## src/rtl/clock_controller_pkg.sv

```systemverilog
// Shared encodings and helpers for the board clock controller.
package clock_controller_pkg;

  localparam int unsigned MODE_W        = 2;
  localparam int unsigned CYCLE_COUNT_W = 32;

  typedef enum logic [MODE_W-1:0] {
    MODE_RUN   = 2'd0,
    MODE_STEP  = 2'd1,
    MODE_BURST = 2'd2,
    MODE_RSVD  = 2'd3
  } mode_e;

  typedef enum logic [1:0] {
    ST_IDLE    = 2'd0,
    ST_RUN     = 2'd1,
    ST_COUNTED = 2'd2
  } state_e;

  // The reserved encoding behaves as free-run.
  function automatic logic is_run_mode(input logic [MODE_W-1:0] m);
    return (m == MODE_RUN) || (m == MODE_RSVD);
  endfunction

endpackage

```

## src/rtl/button_debounce.sv

```systemverilog
// Active-low pushbutton debouncer: 2-FF synchroniser, stability counter,
// one-cycle press pulse on an accepted 1->0 transition.
module button_debounce #(
  parameter int unsigned DEBOUNCE_CYCLES = 50000
) (
  input  logic clk_in,
  input  logic reset,
  input  logic btn_n,
  output logic level,
  output logic press
);

  localparam int unsigned CNT_W = (DEBOUNCE_CYCLES < 2) ? 1 : $clog2(DEBOUNCE_CYCLES + 1);
  localparam logic [CNT_W-1:0] CNT_MAX = CNT_W'(DEBOUNCE_CYCLES - 1);

  logic             sync1;
  logic             sync2;
  logic [CNT_W-1:0] cnt;

  always_ff @(posedge clk_in) begin
    if (reset) begin
      sync1 <= 1'b1;
      sync2 <= 1'b1;
      level <= 1'b1;
      press <= 1'b0;
      cnt   <= '0;
    end else begin
      sync1 <= btn_n;
      sync2 <= sync1;
      press <= 1'b0;
      if (sync2 == level) begin
        cnt <= '0;
      end else if (cnt == CNT_MAX) begin
        level <= sync2;
        press <= ~sync2;
        cnt   <= '0;
      end else begin
        cnt <= cnt + CNT_W'(1);
      end
    end
  end

endmodule

```

## src/rtl/clock_controller.sv

```systemverilog
// Slow CPU clock generator with free-run, single-step and burst modes;
// stops only on cycle boundaries so clk_out never has a truncated high phase.
module clock_controller
  import clock_controller_pkg::*;
#(
  parameter int unsigned DIV_WIDTH       = 26,
  parameter int unsigned DEBOUNCE_CYCLES = 50000,
  parameter int unsigned STEP_WIDTH      = 8
) (
  input  logic                     clk_in,
  input  logic                     reset,
  input  logic                     start_button,
  input  logic                     step_button,
  input  logic [MODE_W-1:0]        mode,
  input  logic [DIV_WIDTH-1:0]     div_value,
  input  logic [STEP_WIDTH-1:0]    burst_count,
  output logic                     clk_out,
  output logic                     cpu_tick,
  output logic                     running,
  output logic [CYCLE_COUNT_W-1:0] cycle_count
);

  logic start_level, start_press;
  logic step_level, step_press;

  button_debounce #(.DEBOUNCE_CYCLES(DEBOUNCE_CYCLES)) u_start_db (
    .clk_in (clk_in),
    .reset  (reset),
    .btn_n  (start_button),
    .level  (start_level),
    .press  (start_press)
  );

  button_debounce #(.DEBOUNCE_CYCLES(DEBOUNCE_CYCLES)) u_step_db (
    .clk_in (clk_in),
    .reset  (reset),
    .btn_n  (step_button),
    .level  (step_level),
    .press  (step_press)
  );

  state_e                   state, state_next;
  logic [DIV_WIDTH-1:0]     divider, divider_next;
  logic [STEP_WIDTH-1:0]    remaining, remaining_next;
  logic                     stop_pending, stop_pending_next;
  logic                     clk_out_next, cpu_tick_next;
  logic [CYCLE_COUNT_W-1:0] cycle_count_next;

  logic start_ev, step_ev, tick, rise, fall, stop_now;

  // A press pulse always coincides with the held (low) debounced level.
  assign start_ev = start_press & ~start_level;
  assign step_ev  = step_press & ~step_level;

  assign tick     = (state != ST_IDLE) && (divider >= div_value);
  assign rise     = tick & ~clk_out;
  assign fall     = tick & clk_out;
  assign stop_now = (stop_pending | start_ev) & (fall | (~clk_out & (divider == '0)));

  always_ff @(posedge clk_in) begin
    if (reset) state <= ST_IDLE;
    else       state <= state_next;
  end

  always_comb begin
    state_next = state;
    case (state)
      ST_IDLE: begin
        if (is_run_mode(mode)) begin
          if (start_ev) state_next = ST_RUN;
        end else if (mode == MODE_STEP) begin
          if (step_ev) state_next = ST_COUNTED;
        end else if (start_ev && (burst_count != '0)) begin
          state_next = ST_COUNTED;
        end
      end
      ST_RUN:     if (stop_now) state_next = ST_IDLE;
      ST_COUNTED: if (fall && (remaining == STEP_WIDTH'(1))) state_next = ST_IDLE;
      default:    state_next = ST_IDLE;
    endcase
  end

  // Divider, phase and counters: held cleared in IDLE, restarted on entry.
  always_comb begin
    divider_next      = divider;
    clk_out_next      = clk_out;
    cpu_tick_next     = 1'b0;
    cycle_count_next  = cycle_count;
    remaining_next    = remaining;
    stop_pending_next = stop_pending;
    if (state_next == ST_IDLE) begin
      divider_next      = '0;
      clk_out_next      = 1'b0;
      remaining_next    = '0;
      stop_pending_next = 1'b0;
    end else if (state == ST_IDLE) begin
      divider_next      = '0;
      clk_out_next      = 1'b0;
      stop_pending_next = 1'b0;
      if (state_next == ST_COUNTED)
        remaining_next = (mode == MODE_STEP) ? STEP_WIDTH'(1) : burst_count;
      else
        remaining_next = '0;
    end else begin
      if (tick) begin
        divider_next = '0;
        clk_out_next = ~clk_out;
      end else begin
        divider_next = divider + DIV_WIDTH'(1);
      end
      if (rise) begin
        cpu_tick_next    = 1'b1;
        cycle_count_next = cycle_count + CYCLE_COUNT_W'(1);
      end
      if (fall && (state == ST_COUNTED))
        remaining_next = remaining - STEP_WIDTH'(1);
      if ((state == ST_RUN) && start_ev)
        stop_pending_next = 1'b1;
    end
  end

  always_ff @(posedge clk_in) begin
    if (reset) begin
      divider      <= '0;
      clk_out      <= 1'b0;
      cpu_tick     <= 1'b0;
      running      <= 1'b0;
      cycle_count  <= '0;
      remaining    <= '0;
      stop_pending <= 1'b0;
    end else begin
      divider      <= divider_next;
      clk_out      <= clk_out_next;
      cpu_tick     <= cpu_tick_next;
      running      <= (state_next != ST_IDLE);
      cycle_count  <= cycle_count_next;
      remaining    <= remaining_next;
      stop_pending <= stop_pending_next;
    end
  end

endmodule

```

## config.mk

```make
export PLATFORM = sky130hd
export DESIGN_NAME = clock_controller
export DESIGN_NICKNAME = d
export VERILOG_FILES = /design/src/rtl/clock_controller_pkg.sv /design/src/rtl/button_debounce.sv /design/src/rtl/clock_controller.sv
export SDC_FILE = /design/constraint.sdc
export NUM_CORES = 1
export LEC_CHECK = 0
export ABC_AREA = 1
export CAP_MARGIN = 5
export CORE_AREA = 8 8 140 142
export CTS_BUF_LIST = sky130_fd_sc_hd__clkbuf_8
export DETAILED_ROUTE_END_ITERATION = 7
export DIE_AREA = 0 0 148 150
export DONT_BUFFER_PORTS = 1
export GPL_TIMING_DRIVEN = 1
export PLACE_DENSITY = 0.62
export SETUP_SLACK_MARGIN = 0.5
export SLEW_MARGIN = 20
export SYNTH_ARGS = -nofsm -noshare
export SYNTH_HDL_FRONTEND = slang
export SYNTH_HIERARCHICAL = 1
export SYNTH_SLANG_ARGS = --single-unit
```

## constraint.sdc

```tcl
create_clock -name clk_in -period 6.1 [get_ports clk_in]
set_input_delay 1.525 -clock clk_in [delete_from_list [all_inputs] [get_ports clk_in]]
set_output_delay 1.525 -clock clk_in [all_outputs]
set_load 0.03 [all_outputs]
```

# Word-level counts from Yosys, hierarchy flattened
# Index checks and enable logic that the tools add are counted.
[word_totals] regBits=112 inputBits=40 output_inout_bits=35 word_cells=90
[classes] eq_ne=10 n_lt_le_gt_ge=1 n_bitwise=19 n_reduce_logical=24 addsub=5 n_mux=13
[op_table] operator="adder 16 x 1 -> 16 bit, second input constant" count=2
[op_table] operator="adder 32 x 1 -> 32 bit, second input constant" count=1
[op_table] operator="equality test 16 bit, second input constant" count=2
[op_table] operator="two-way mux 8 bit" count=4
[op_table] operator="adder 26 x 1 -> 26 bit, second input constant" count=1
[op_table] operator=">= comparator 26 bit" count=1
[op_table] operator="logical NOT 26 bit" count=1
[op_table] operator="OR reduction 3 bit" count=5
[op_table] operator="two-way mux 2 bit" count=7
[op_table] operator="inverter 1 bit" count=11
[op_table] operator="equality test 8 x 1 -> 1 bit, second input constant" count=1
[op_table] operator="nonzero test 8 bit" count=1
[op_table] operator="subtractor 8 x 1 -> 8 bit, second input constant" count=1
[op_table] operator="AND 1 bit" count=6
[op_table] operator="equality test 2 bit, second input constant" count=3
[op_table] operator="logical NOT 2 bit" count=3
[op_table] operator="case mux 2 bit (3 select lines)" count=1
[op_table] operator="nonzero test 2 bit" count=3
[op_table] operator="logical AND 1 bit" count=5
[op_table] operator="equality test 2 x 1 -> 1 bit, second input constant" count=2
[op_table] operator="AND reduction 2 bit" count=2
[op_table] operator="OR reduction 4 bit" count=1
[op_table] operator="AND reduction 3 bit" count=1
[op_table] operator="equality test 1 bit" count=2
[op_table] operator="other kinds (4)" count=5

# Longest topological paths before layout
# Gate-level depths: netlist (run 1).
[logic_depth] word_depth=10 ltp_mapped=19 ltp_nobuf=18

# Modules after synthesis
# The synthesis (run 1) kept the hierarchy.
[by_module_without_submodules] module="clock_controller" seq_area_each_um2=1441.4 cells_per_inst=707 instances=1 area_per_inst_um2=4834.6
[by_module_without_submodules] module="button_debounce" seq_area_each_um2=400.4 cells_per_inst=143 instances=2 area_per_inst_um2=992.2

# Least setup slack after synthesis (run 1)
# OpenSTA, ideal clock, no wires.
[synth_path] path_type="input -> register" start="input port div_value[17]" end="register cycle_count[22]" required_time_ns=5.968 setup_slack_ns=2.739 setup_time_ns=0.132 arrival_ns=3.229 stages=16 path_buffers=1 path_cell_list="inv_1 -> ha_1 -> a21o_1 -> nor2_1 -> nand2_1 -> a21oi_1 -> nand3_2 -> nand2_1 -> nand2_1 -> nand3_1 -> nand2_1 -> nand2_4 -> nand2_8 -> buf_6 -> nand2_1 -> a21oi_1"
[synth_between] elab_chain_len=10 elab_cells_between_ends=13 cone_classes="order compare: 1; mux: 3; bitwise: 5; reduce/logical: 4"
[synth_rtl] item="from (decl)" line="clock_controller.sv:15" text="input logic [DIV_WIDTH-1:0] div_value,"
[synth_rtl] item=">= comparator 26 bit *" line="clock_controller.sv:55" text="assign tick = (state != ST_IDLE) && (divider >= div_value);"
[synth_rtl] item="logical AND 1 bit *" line="clock_controller.sv:55"
[synth_rtl] item="AND 1 bit" line="clock_controller.sv:57" text="assign fall = tick & clk_out;"
[synth_rtl] item="OR 1 bit" line="clock_controller.sv:58" text="assign stop_now = (stop_pending | start_ev) & (fall | (~clk_out & (divider == '0)));"
[synth_rtl] item="AND 1 bit" line="clock_controller.sv:58"
[synth_rtl] item="two-way mux 2 bit" line="clock_controller.sv:77" text="ST_RUN: if (stop_now) state_next = ST_IDLE;"
[synth_rtl] item="case mux 2 bit (3 select lines)" line="clock_controller.sv:67" text="case (state)"
[synth_rtl] item="logical NOT 2 bit" line="clock_controller.sv:91" text="if (state_next == ST_IDLE) begin"
[synth_rtl] item="inverter 1 bit (no line)"
[synth_rtl] item="AND reduction 3 bit (no line) *"
[synth_rtl] item="to (signal assigned)" line="clock_controller.sv:136" text="cycle_count <= cycle_count_next;"
[synth_rtl] item="to (decl)" line="clock_controller.sv:20" text="output logic [CYCLE_COUNT_W-1:0] cycle_count"
# Every way passes the cells marked *; elsewhere a longest branch is shown, timed or not.
# A chain may end at the register's enable or synchronous reset.

# Worst setup path after layout (run 1)
[layout_path] start="input port div_value[21]" end="register divider[20]"
[layout_between] elab_chain_len=9 elab_cells_between_ends=11 cone_classes="order compare: 1; mux: 3; bitwise: 3; reduce/logical: 4"
[layout_rtl] item=">= comparator 26 bit *" line="clock_controller.sv:55"
[layout_rtl] item="logical AND 1 bit *" line="clock_controller.sv:55"
[layout_rtl] item="AND 1 bit" line="clock_controller.sv:57"
[layout_rtl] item="OR 1 bit" line="clock_controller.sv:58"
[layout_rtl] item="AND 1 bit" line="clock_controller.sv:58"
[layout_rtl] item="two-way mux 2 bit" line="clock_controller.sv:77"
[layout_rtl] item="case mux 2 bit (3 select lines)" line="clock_controller.sv:67"
[layout_rtl] item="logical NOT 2 bit" line="clock_controller.sv:91"
[layout_rtl] item="OR reduction 4 bit (no line) *"
[layout_rtl] item="to (signal assigned)" line="clock_controller.sv:132" text="divider <= divider_next;"
[layout_rtl] item="to (decl)" line="clock_controller.sv:43" text="logic [DIV_WIDTH-1:0] divider, divider_next;"
# Marks and branches as above.

==> run metrics, run 1 <==
status finished, final reports clean; hold path cells 1; CTS max path bufs 2; Die X 148 um; worst clock skew 0.0168 ns; Design Area, Final 0.00717 mm^2; min-delay src u_start_db/sync1$_SDFF_PP1_; most common cell in the synthesized netlist nand2_1; # diodes 0; CP Class in -> reg; full die area 0.0222 mm^2; DRC 0; RSZ-0062 raised after global routing false; VDD IR max 0.0000885 V; sequential cell area 0.00224 mm^2; Syn Nets 1067; critical path arrival 3.89 ns; Ys Warns 6; Slew @ Worst Pin 0.788 ns; Worst-path clk slew 0.11 ns; Placed Area 0.00699 mm^2; post_cts resized 0; leakage power 2.71 nW; main area contributors after synthesis dfxtp_1 (33%), nand2_1 (11%), nor2_1 (9.0%); fillers 1902; GR Overflow Total 0; post-route insts no fill 1220; initial core utilization 38.9%; sequential area share after synthesis 32.9%; Rows 49; syn avg cell area 6.87 um^2; Sink Count 112; Cells after Synth 993; ys async rst share 0%; worst hold endpoint u_start_db/sync2$_SDFF_PP1_; Final min period 3.58 ns; Placed Instances 1204; Total Routed Length 15400 um; main flop type after synthesis dfxtp_1; Post-synth top cells nand2_1 (203), nor2_1 (164), inv_1 (127); postcts setup bufs 0; area grow syn2layout 5.16%; fmax 0.279 GHz; via count 5928; internal reg-to-reg setup slack 2.94 ns; initial antenna violation count 2; max_slew headroom 47.4%; RR Endpoint divider[20]$_SDFF_PP0_; TritonCTS Buffers 9; Power Dens Cells 172 mW/mm^2; Routed WL per cell 12.7 um; Final Cycle Share 58.7%; core area 0.0175 mm^2; final hold violation count 0; layout cells sized above 1 6.36%; starting DRC count in detailed routing 395; gpl congestion 0.881; post-synth top area share 32.9%; DP HPWL 11700 um; first-pass GRT wire length 26100 um; nets 1060; Synth area leader dfxtp_1; #FFs+latches synth 112; R2R Path Start state[0]$_SDFF_PP0_; Pre-Repair DR Iteration Count 6; Finished Core Util 40.9%; worst path required time 6.41 ns; Worst Reg2Reg Path Length in Cells 9; mapped cell area 0.00682 mm^2; Slew Viols, Final 0; Hold-fix buffers, CTS 0; hold slack 0.419 ns; Chip Height 150 um; setup violators final 0; PortBufs 0; H-tree depth 3; Critical Path Sink Type register; setup TNS 0 ns; TritonCTS clock tree done; critical path fanouts, max 35; pin count of the biggest net entering global routing 47; vias per cell 4.86; DRT antenna net count 0; worst skew pair latency 0.39 ns; min-delay worst type reg -> reg; crit start category input port; Distinct cells, synth 38; total I/O pin count 75; number of global-route vias before repair 5527; EDFF count, synth 0; MaxCap Viol Count 0; Root Buffer Master clkbuf_8; GR Util All Layers 14.1%; area of the multi-input gates 0.00397 mm^2
## registers in the layout (all words and copies together), names as in the netlist
name / count
cycle_count: 32
divider: 26
u_start_db/cnt: 16
u_step_db/cnt: 16
remaining: 8
state: 2
clk_out: 1
cpu_tick: 1
running: 1
stop_pending: 1
u_start_db/level: 1
u_start_db/press: 1
u_start_db/sync1: 1
u_start_db/sync2: 1
u_step_db/level: 1
u_step_db/press: 1
u_step_db/sync1: 1
u_step_db/sync2: 1
## report_power, final
part,internal (W),switching (W)
logic,0.0000205,0.0000438
registers,0.000734,0.00000326
clock network,0.000171,0.000260
## stage by stage
step | power, W | setup slack, ns
CTS | 0.00125 | 2.50
finish | 0.00123 | 2.52
global placement | 0.000819 | 2.18
detailed placement | 0.000819 | 2.09
global route | 0.00129 | 2.16
floorplan | 0.000812 | 2.74
## routing by layer
metal | up-vias | track usage [%] | routed length, um
met5 | - | 0 | 22
met4 | 4 | 5.51 | 306
met3 | 23 | 3.24 | 692
met2 | 95 | 24.0 | 7210
met1 | 2657 | 17.0 | 7210
li1 | 3149 | - | -
## layout make-up
type                    instances  area share (%)
flip-flops and latches        112            31.3
multi-input cells             734            55.4
inverters                     128            6.70
clock buffers                  11            2.11
repair buffers                  1           0.105
well taps                     229            4.00
clock inverters                 5           0.454
## kinds of logic after synthesis
| logic type | Yosys count | synth area share [%] |
|---|---|---|
| AOI/OAI and AO/OA | 100 | 7.96 |
| and+or+nand+nor | 533 | 35.4 |
| adders and majority gates | 34 | 6.24 |
| DFF | 112 | 32.9 |
| buffers and inverters | 147 | 8.90 |
| xor gates and xnor gates | 67 | 8.61 |
## critical path: stages
cell	delay [ns]
inv_1	0.02
ha_1	0.29
nand2_1	0.09
inv_1	0.06
nand2_1	0.06
nand2_1	0.04
nand2_1	0.05
nand2_1	0.05
a21oi_1	0.14
nand3_2	0.14
nand2_1	0.12
nand2_1	0.06
nand3_1	0.08
nand2_1	0.12
nand2_4	0.37
nand3_4	0.36
nor3_1	0.25
## layout by cell type (no fill, tap or decap), types with 2 or more instances in the layout
cell	count
nor2_2	15
nor4_1	14
or2_2	4
nand4_1	20
nand4_2	2
xor2_1	47
clkbuf_8	11
o21ai_0	25
nand3_1	62
a21oi_2	3
a31oi_1	2
a21oi_1	63
nand2_1	203
nor2_4	3
or2_0	2
dfxtp_1	112
xnor2_1	20
nor2_1	164
nand3_2	5
nand2_2	7
nand3_4	3
inv_1	129
a21o_1	3
ha_1	34
nor3_1	24
## worst max-delay path by stage
stage                              endpoint     startpoint
4_1_cts              divider[20]$_SDFF_PP0_  div_value[25]
3_3_place_gp         divider[12]$_SDFF_PP0_  div_value[25]
3_5_place_dp         divider[20]$_SDFF_PP0_  div_value[21]
2_1_floorplan  cycle_count[22]$_SDFFE_PP0P_  div_value[17]
6_report             divider[20]$_SDFF_PP0_  div_value[21]
5_1_grt              divider[20]$_SDFF_PP0_  div_value[12]
(Power assumes the default switching activity.)
==> run 2: changes to the inputs <==
--- a/config.mk
+++ b/config.mk
@@ -13,7 +13,7 @@
 export DIE_AREA = 0 0 148 150
 export DONT_BUFFER_PORTS = 1
 export GPL_TIMING_DRIVEN = 1
-export PLACE_DENSITY = 0.62
+export PLACE_DENSITY = 0.64
 export SETUP_SLACK_MARGIN = 0.5
 export SLEW_MARGIN = 20
 export SYNTH_ARGS = -nofsm -noshare
==> constraint.sdc (replaced) <==
create_clock -name clk_in -period 3.1 [get_ports clk_in]
set_input_delay 0.775 -clock clk_in [delete_from_list [all_inputs] [get_ports clk_in]]
set_output_delay 0.775 -clock clk_in [all_outputs]
set_load 0.03 [all_outputs]
==> run 2 against run 1 <==
Clock power grew to 2.6 times the previous value. Combinational power grew to 2.7 times the previous value. Sequential power is 96% higher. Cell count is 1.2% higher. Critical path depth is 2 lower. Critical endpoint is now cycle_count[21]$_SDFFE_PP0P_. Largest power group unchanged.
==> run metrics, run 2 (same netlist as run 1, synthesis figures left out) <==
worst skew pair latency 0.39 ns; Power Dens Cells 365 mW/mm^2; VDD IR max 0.000165 V; first-pass GRT wire length 25700 um; TritonCTS clock tree done; Sink Count 112; Worst Reg2Reg Path Length in Cells 14; RSZ-0062 raised after global routing true; GR Util All Layers 13.8%; via count 6106; Crit path top cell by count nand2_1; Regs by FF count cycle_count x32, divider x26; initial antenna violation count 0; Reg with most FFs cycle_count; Final Cycle Share 78.7%; Worst-path clk slew 0.10 ns; initial core utilization 38.9%; R2R Path Start divider[9]$_SDFF_PP0_; critical path fanouts, max 17; number of global-route vias before repair 5502; commonest non-fill, non-tap cell in the layout nand2_1; pin count of the biggest net entering global routing 47; DRT antenna net count 0; setup TNS 0 ns; full die area 0.0222 mm^2; Total Routed Length 16200 um; nets 1076; # diodes 0; min-delay worst type reg -> reg; starting DRC count in detailed routing 384; worst clock skew 0.0122 ns; RR Endpoint cycle_count[21]$_SDFFE_PP0P_; leakage power 2.85 nW; Die X 148 um; Critical-path top delay cell ha_1; Setup crit end cycle_count[21]$_SDFFE_PP0P_; MaxCap Viol Count 0; DP HPWL 11300 um; Chip Height 150 um; Slew Viols, Final 0; CP startpoint div_value[25]; CTS max path bufs 2; area grow syn2layout 10.2%; total I/O pin count 75; min-delay src u_start_db/sync1$_SDFF_PP1_; max reg flops 32; Buf/Inv on CP 2; crit-path leading delay family simple AND/OR/NAND/NOR gates; Rows 49; H-tree depth 3; Slowest Stage Delay on Critical Path 0.28 ns; internal reg-to-reg setup slack 0.68 ns; GR Overflow Total 0; CP Class in -> reg; final hold violation count 0; setup violators final 0; Final min period 2.44 ns; max_slew headroom 60.1%; Place WS 0.236 ns; status finished, final reports clean; vias per cell 4.94; TritonCTS Buffers 9; Root Buffer Master clkbuf_8; critical path arrival 2.75 ns; worst path required time 3.41 ns; Worst Setup Slack, final 0.660 ns; fmax 0.410 GHz; Routed WL per cell 13.2 um; PortBufs 0; DRC 0; core area 0.0175 mm^2; gpl congestion 0.883; layout cells sized above 1 9.34%; commonest non-fill, non-tap cells in the layout nand2_1 (201), nor2_1 (164), inv_1 (127); WP depth 15; Critical Path Sink Type register; Pre-Repair DR Iteration Count 5; Slew @ Worst Pin 0.598 ns; Critical Path, Cell by Cell inv_1, ha_1, nand2_1, nor2_2, nand2_1, nor3_2, nand2_1, nand3_2, nand4_2, a21oi_4, buf_12, nand2_4, nand2_8, nand2_1, a21oi_1; crit start category input port
run 2: cell count changes in the layout (fill, tap and decap cells not counted), sizes merged:
cell	previous run	this run
buf	1	11
bufinv	0	4
nand3	70	71
inv	130	127
nand2	212	215
run 2: report_power, final:
| part | switching [W] | total [W] | internal [W] |
|---|---|---|---|
| Clock | 0.000505 | 0.00112 | 0.000612 |
| Sequential | 0.00000670 | 0.00145 | 0.00144 |
| Combinational | 0.000106 | 0.000175 | 0.0000692 |
| Total | 0.000617 | 0.00274 | 0.00213 |
run 2: what timing repair did:
item / CTS / global route
resized for setup: 0 / 18
buffers inserted: 0 / 5
hold endpoints to repair: 0 / 0
hold buffers: 0 / 0
setup endpoints to repair: 0 / 68
run 2: area by class of cell:
class	instances	area (um^2)
Fill cell	1863	10000
Tap cell	229	287
Sequential cell	112	2250
Clock inverter	6	133
Multi-Input combinational cell	738	4070
Timing Repair Buffer	13	170
Inverter	128	480
Clock buffer	9	124
run 2: routing by layer:
| metal | share of wire (%) | up-vias | wire (um) | GRT usage [%] |
|---|---|---|---|---|
| met5 | 0 | - | 0 | 0 |
| met2 | 46 | 133 | 7420 | 22.3 |
| met3 | 4.9 | 35 | 802 | 2.87 |
| met4 | 2.4 | 0 | 397 | 5.25 |
| met1 | 47 | 2750 | 7620 | 17.7 |
| li1 | - | 3188 | - | - |
run 2: worst reg2reg max path, stage by stage (launching register included):
cell     delay, ns
dfxtp_1       0.38
ha_1          0.32
nand2_1       0.09
nor2_1        0.11
nand4_1       0.08
nor2_1        0.13
nand2_1       0.08
nand3_2       0.15
nand4_2       0.12
a21oi_4       0.22
buf_12        0.14
nand2_4       0.13
nand2_8       0.19
nand2_1       0.07
a21oi_1       0.14
run 2: worst min-delay path by stage:
stage,endpoint,slack [ns],cells after the start
2_1_floorplan,u_start_db/sync2$_SDFF_PP1_,0.39,1
3_3_place_gp,u_start_db/sync2$_SDFF_PP1_,0.39,1
3_5_place_dp,u_start_db/sync2$_SDFF_PP1_,0.40,1
4_1_cts,u_start_db/sync2$_SDFF_PP1_,0.42,1
5_1_grt,u_start_db/sync2$_SDFF_PP1_,0.44,1
6_report,u_start_db/sync2$_SDFF_PP1_,0.42,1
run 2: per-stage QoR:
stage	area [um^2]	hold slack (ns)	cells	utilization [%]	power, W
floorplan	6820	0.389	993	-	0.00160
global placement	7050	0.394	1209	40.2	0.00162
detailed placement	7050	0.396	1209	40.2	0.00162
CTS	7310	0.421	1224	41.7	0.00274
global route	7510	0.441	1235	42.9	0.00285
finish	7510	0.419	1235	42.9	0.00274
==> run 3: changes to the inputs <==
--- a/config.mk
+++ b/config.mk
@@ -5,15 +5,15 @@
 export SDC_FILE = /design/constraint.sdc
 export NUM_CORES = 1
 export LEC_CHECK = 0
-export ABC_AREA = 1
+export ABC_AREA = 0
 export CAP_MARGIN = 5
-export CORE_AREA = 8 8 140 142
+export CORE_AREA = 8 8 133 135
 export CTS_BUF_LIST = sky130_fd_sc_hd__clkbuf_8
 export DETAILED_ROUTE_END_ITERATION = 7
-export DIE_AREA = 0 0 148 150
+export DIE_AREA = 0 0 141 143
 export DONT_BUFFER_PORTS = 1
 export GPL_TIMING_DRIVEN = 1
-export PLACE_DENSITY = 0.64
+export PLACE_DENSITY = 0.63
 export SETUP_SLACK_MARGIN = 0.5
 export SLEW_MARGIN = 20
 export SYNTH_ARGS = -nofsm -noshare
==> constraint.sdc (replaced) <==
create_clock -name clk_in -period 2 [get_ports clk_in]
set_input_delay 0.5 -clock clk_in [delete_from_list [all_inputs] [get_ports clk_in]]
set_output_delay 0.5 -clock clk_in [all_outputs]
set_load 0.03 [all_outputs]
==> run 3 against run 2 <==
The run now ends with setup timing left. Cell area up 3.4%. Total power rose by 29%. Core utilization rose by 7.0 points. Sequential cell count unchanged. Clock skew fell by 0.0024 ns. Sequential power increased by 54%. Via count fell by 10%. Non-clock buffer count increased by 110. Worst setup slack got worse by 1.4 ns. Global-route usage grew 1.6 points. Sequential share of layout area decreased by 0.88 points. Wire length decreased by 6.0%. Largest power group unchanged. Highest routed layer unchanged.
==> run metrics, run 3 <==
TritonCTS Buffers 9; RR Endpoint cycle_count[13]$_SDFFE_PP0P_; layout cells sized above 1 29.5%; #FFs+latches synth 112; max_slew headroom 71.8%; pin count of the biggest net entering global routing 49; full die area 0.0202 mm^2; Slew @ Worst Pin 0.421 ns; Worst Reg2Reg Path Length in Cells 10; area grow syn2layout 28.1%; Routed WL per cell 14.6 um; fmax 0.359 GHz; ys async rst share 0%; Regs by FF count cycle_count x32, divider x26; post-synth top area share 37.0%; Pint 0.00272 W; Post-synth top cells dfxtp_1 (112), nor2_1 (80), inv_1 (52); min-delay src reset; TritonCTS clock tree done; post-synthesis xor/xnor area fraction 8.38%; hold path cells 1; MaxCap Viol Count 0; syn avg cell area 8.59 um^2; setup violators final 71; critical path arrival 3.11 ns; VDD IR max 0.000253 V; Final min period 2.78 ns; Switching Fraction 23.3%; main combinational cell family by area after synthesis simple AND/OR/NAND/NOR gates; status finished, violations left; Placed Area 0.00732 mm^2; mux cell area share after synthesis 0.722%; internal reg-to-reg setup slack -0.78 ns; Reg power frac 63.0%; GR Util All Layers 15.3%; Total Routed Length 15300 um; H-tree depth 3; worst skew pair latency 0.38 ns; Die X 141 um; Ys Warns 6; DRC 0; DRT antenna net count 0; Synth Area in Simple Gates 30.2%; sequential area share after synthesis 37.0%; starting DRC count in detailed routing 257; Worst Setup Slack, final -0.785 ns; Compound-Gate Fraction of Synth Area 11.9%; worst path required time 2.33 ns; Rows 46; Pre-Repair DR Iteration Count 4; CP Class reg -> reg; Comb pwr share 2.5%; Net Switching 0.000827 W; Distinct cells, synth 68; Sink Count 112; vias per cell 5.24; R2R Path Start divider[21]$_SDFF_PP0_; Root Buffer Master clkbuf_8; mapped cell area 0.00606 mm^2; RSZ-0062 raised after global routing true; crit start category register; Reg with most FFs cycle_count; Chip Height 143 um; Design Area, Final 0.00777 mm^2; gpl congestion 0.826; critical path fanouts, max 45; Worst-path clk slew 0.10 ns; Cells after Synth 706; Power Dens Cells 457 mW/mm^2; initial core utilization 38.9%; Synth Area in Adders 7.02%; Synth area leader dfxtp_1; Final Cycle Share 139%; main area contributors after synthesis dfxtp_1 (37%), ha_1 (7.0%), xnor2_1 (5.9%); main flop type after synthesis dfxtp_1; worst clock skew 0.00981 ns; max reg flops 32; leakage power 2.84 nW; number of global-route vias before repair 5581; Critical Path Sink Type register; total I/O pin count 75; DP HPWL 11400 um; core area 0.0156 mm^2; worst hold endpoint u_start_db/press$_SDFF_PP0_; GR Overflow Total 0; fillers 1450; first-pass GRT wire length 25500 um; final hold violation count 0; most common cell in the synthesized netlist dfxtp_1; via count 5481; Syn Nets 780; min-delay worst type in -> reg; commonest non-fill, non-tap cells in the layout buf_4 (120), dfxtp_1 (97), nor2_1 (80); failing checks setup timing; PortBufs 0; Finished Core Util 49.8%; nets 898; CTS max path bufs 2; commonest non-fill, non-tap cell in the layout buf_4; EDFF count, synth 0; initial antenna violation count 1; Clk pwr share 34.5%; Slew Viols, Final 0
-- run 3: changes by cell type in the layout (fill, tap and decap cells not counted), sizes merged, moves of 15 or more --
cell and change:
xnor2 +21, xor2 -30, inv -71, nand2 -169
nand3 -27, and3 +31, or3 +15, a21oi -19
nor2 -96, buf +112
-- run 3: through the flow --
step	setup WS [ns]	std cells	hold WS (ns)	setup TNS (ns)	total power, W
CTS	-0.777	1043	0.154	-40.73	0.00361
floorplan	-0.769	706	0.389	-38.87	0.00236
finish	-0.785	1045	0.194	-40.57	0.00355
global placement	-0.907	1020	0.391	-47.63	0.00237
detailed placement	-1.03	1020	0.398	-53.51	0.00237
global route	-0.980	1045	0.164	-53.17	0.00370
-- run 3: how the worst max path moves through the flow --
stage,endpoint,start
after floorplan,cycle_count[26]$_SDFFE_PP0P_,div_value[7]
after global placement,cycle_count[31]$_SDFFE_PP0P_,div_value[6]
after CTS,cycle_count[13]$_SDFFE_PP0P_,divider[23]$_SDFF_PP0_
after detailed placement,cycle_count[31]$_SDFFE_PP0P_,div_value[7]
after global routing,cycle_count[13]$_SDFFE_PP0P_,divider[23]$_SDFF_PP0_
final,cycle_count[13]$_SDFFE_PP0P_,divider[21]$_SDFF_PP0_
-- run 3: cell type report --
type	instances	area [um^2]	area share, %
Antenna cell	1	2.50	0.0322
Clock buffer	9	124	1.59
Clock inverter	6	36.3	0.467
Inverter	53	221	2.85
Multi-Input combinational cell	525	3890	50.1
Sequential cell	112	2260	29.1
Tap cell	216	270	3.48
Timing Repair Buffer	123	961	12.4
-- run 3: cell families (layout without fill, tap and decap cells) --
family | Yosys count | after routing
XOR/XNOR | 58 | 58
multiplexers | 4 | 4
AO/OA/AOI/OAI | 113 | 113
other | 0 | 1
flip-flops | 112 | 112
adder cells (fa/ha/maj) | 34 | 34
buffers and inverters | 71 | 191
AND/OR/NAND/NOR | 314 | 316
-- run 3: what timing repair did --
item	in CTS	in global routing
cloned	2	0
hold buffers	0	0
pin swaps	14	7
endpoints found under the setup margin	106	104
resized for setup	26	21
buffers inserted	6	1
-- run 3: routing by layer --
layer  vias to the layer above  share of wire (%)  track usage [%]
met4                         0                2.5             7.52
met5                         -                  0                0
met3                        24                6.5             4.54
met2                       100                 49             26.3
met1                      2601                 42             17.1
li1                       2756                  -                -
-- run 3: power groups by stage --
stage                     clock network (W)  registers [W]  logic (W)
final                               0.00122        0.00224  0.0000892
after global placement                    0        0.00229  0.0000800
after global routing                0.00136        0.00224   0.000103
after detailed placement                  0        0.00229  0.0000847
after floorplan                           0        0.00229  0.0000768
after CTS                           0.00128        0.00224  0.0000892
-- run 3: critical path: stages, from the launching register on --
cell and delay, ns:
dfxtp_1 0.34, ha_1 0.30, nand2_1 0.08, o21a_1 0.20, o221ai_4 0.25, inv_1 0.12
a311o_1 0.45, a21o_1 0.21, buf_12 0.17, or4_1 0.49, a21oi_2 0.12
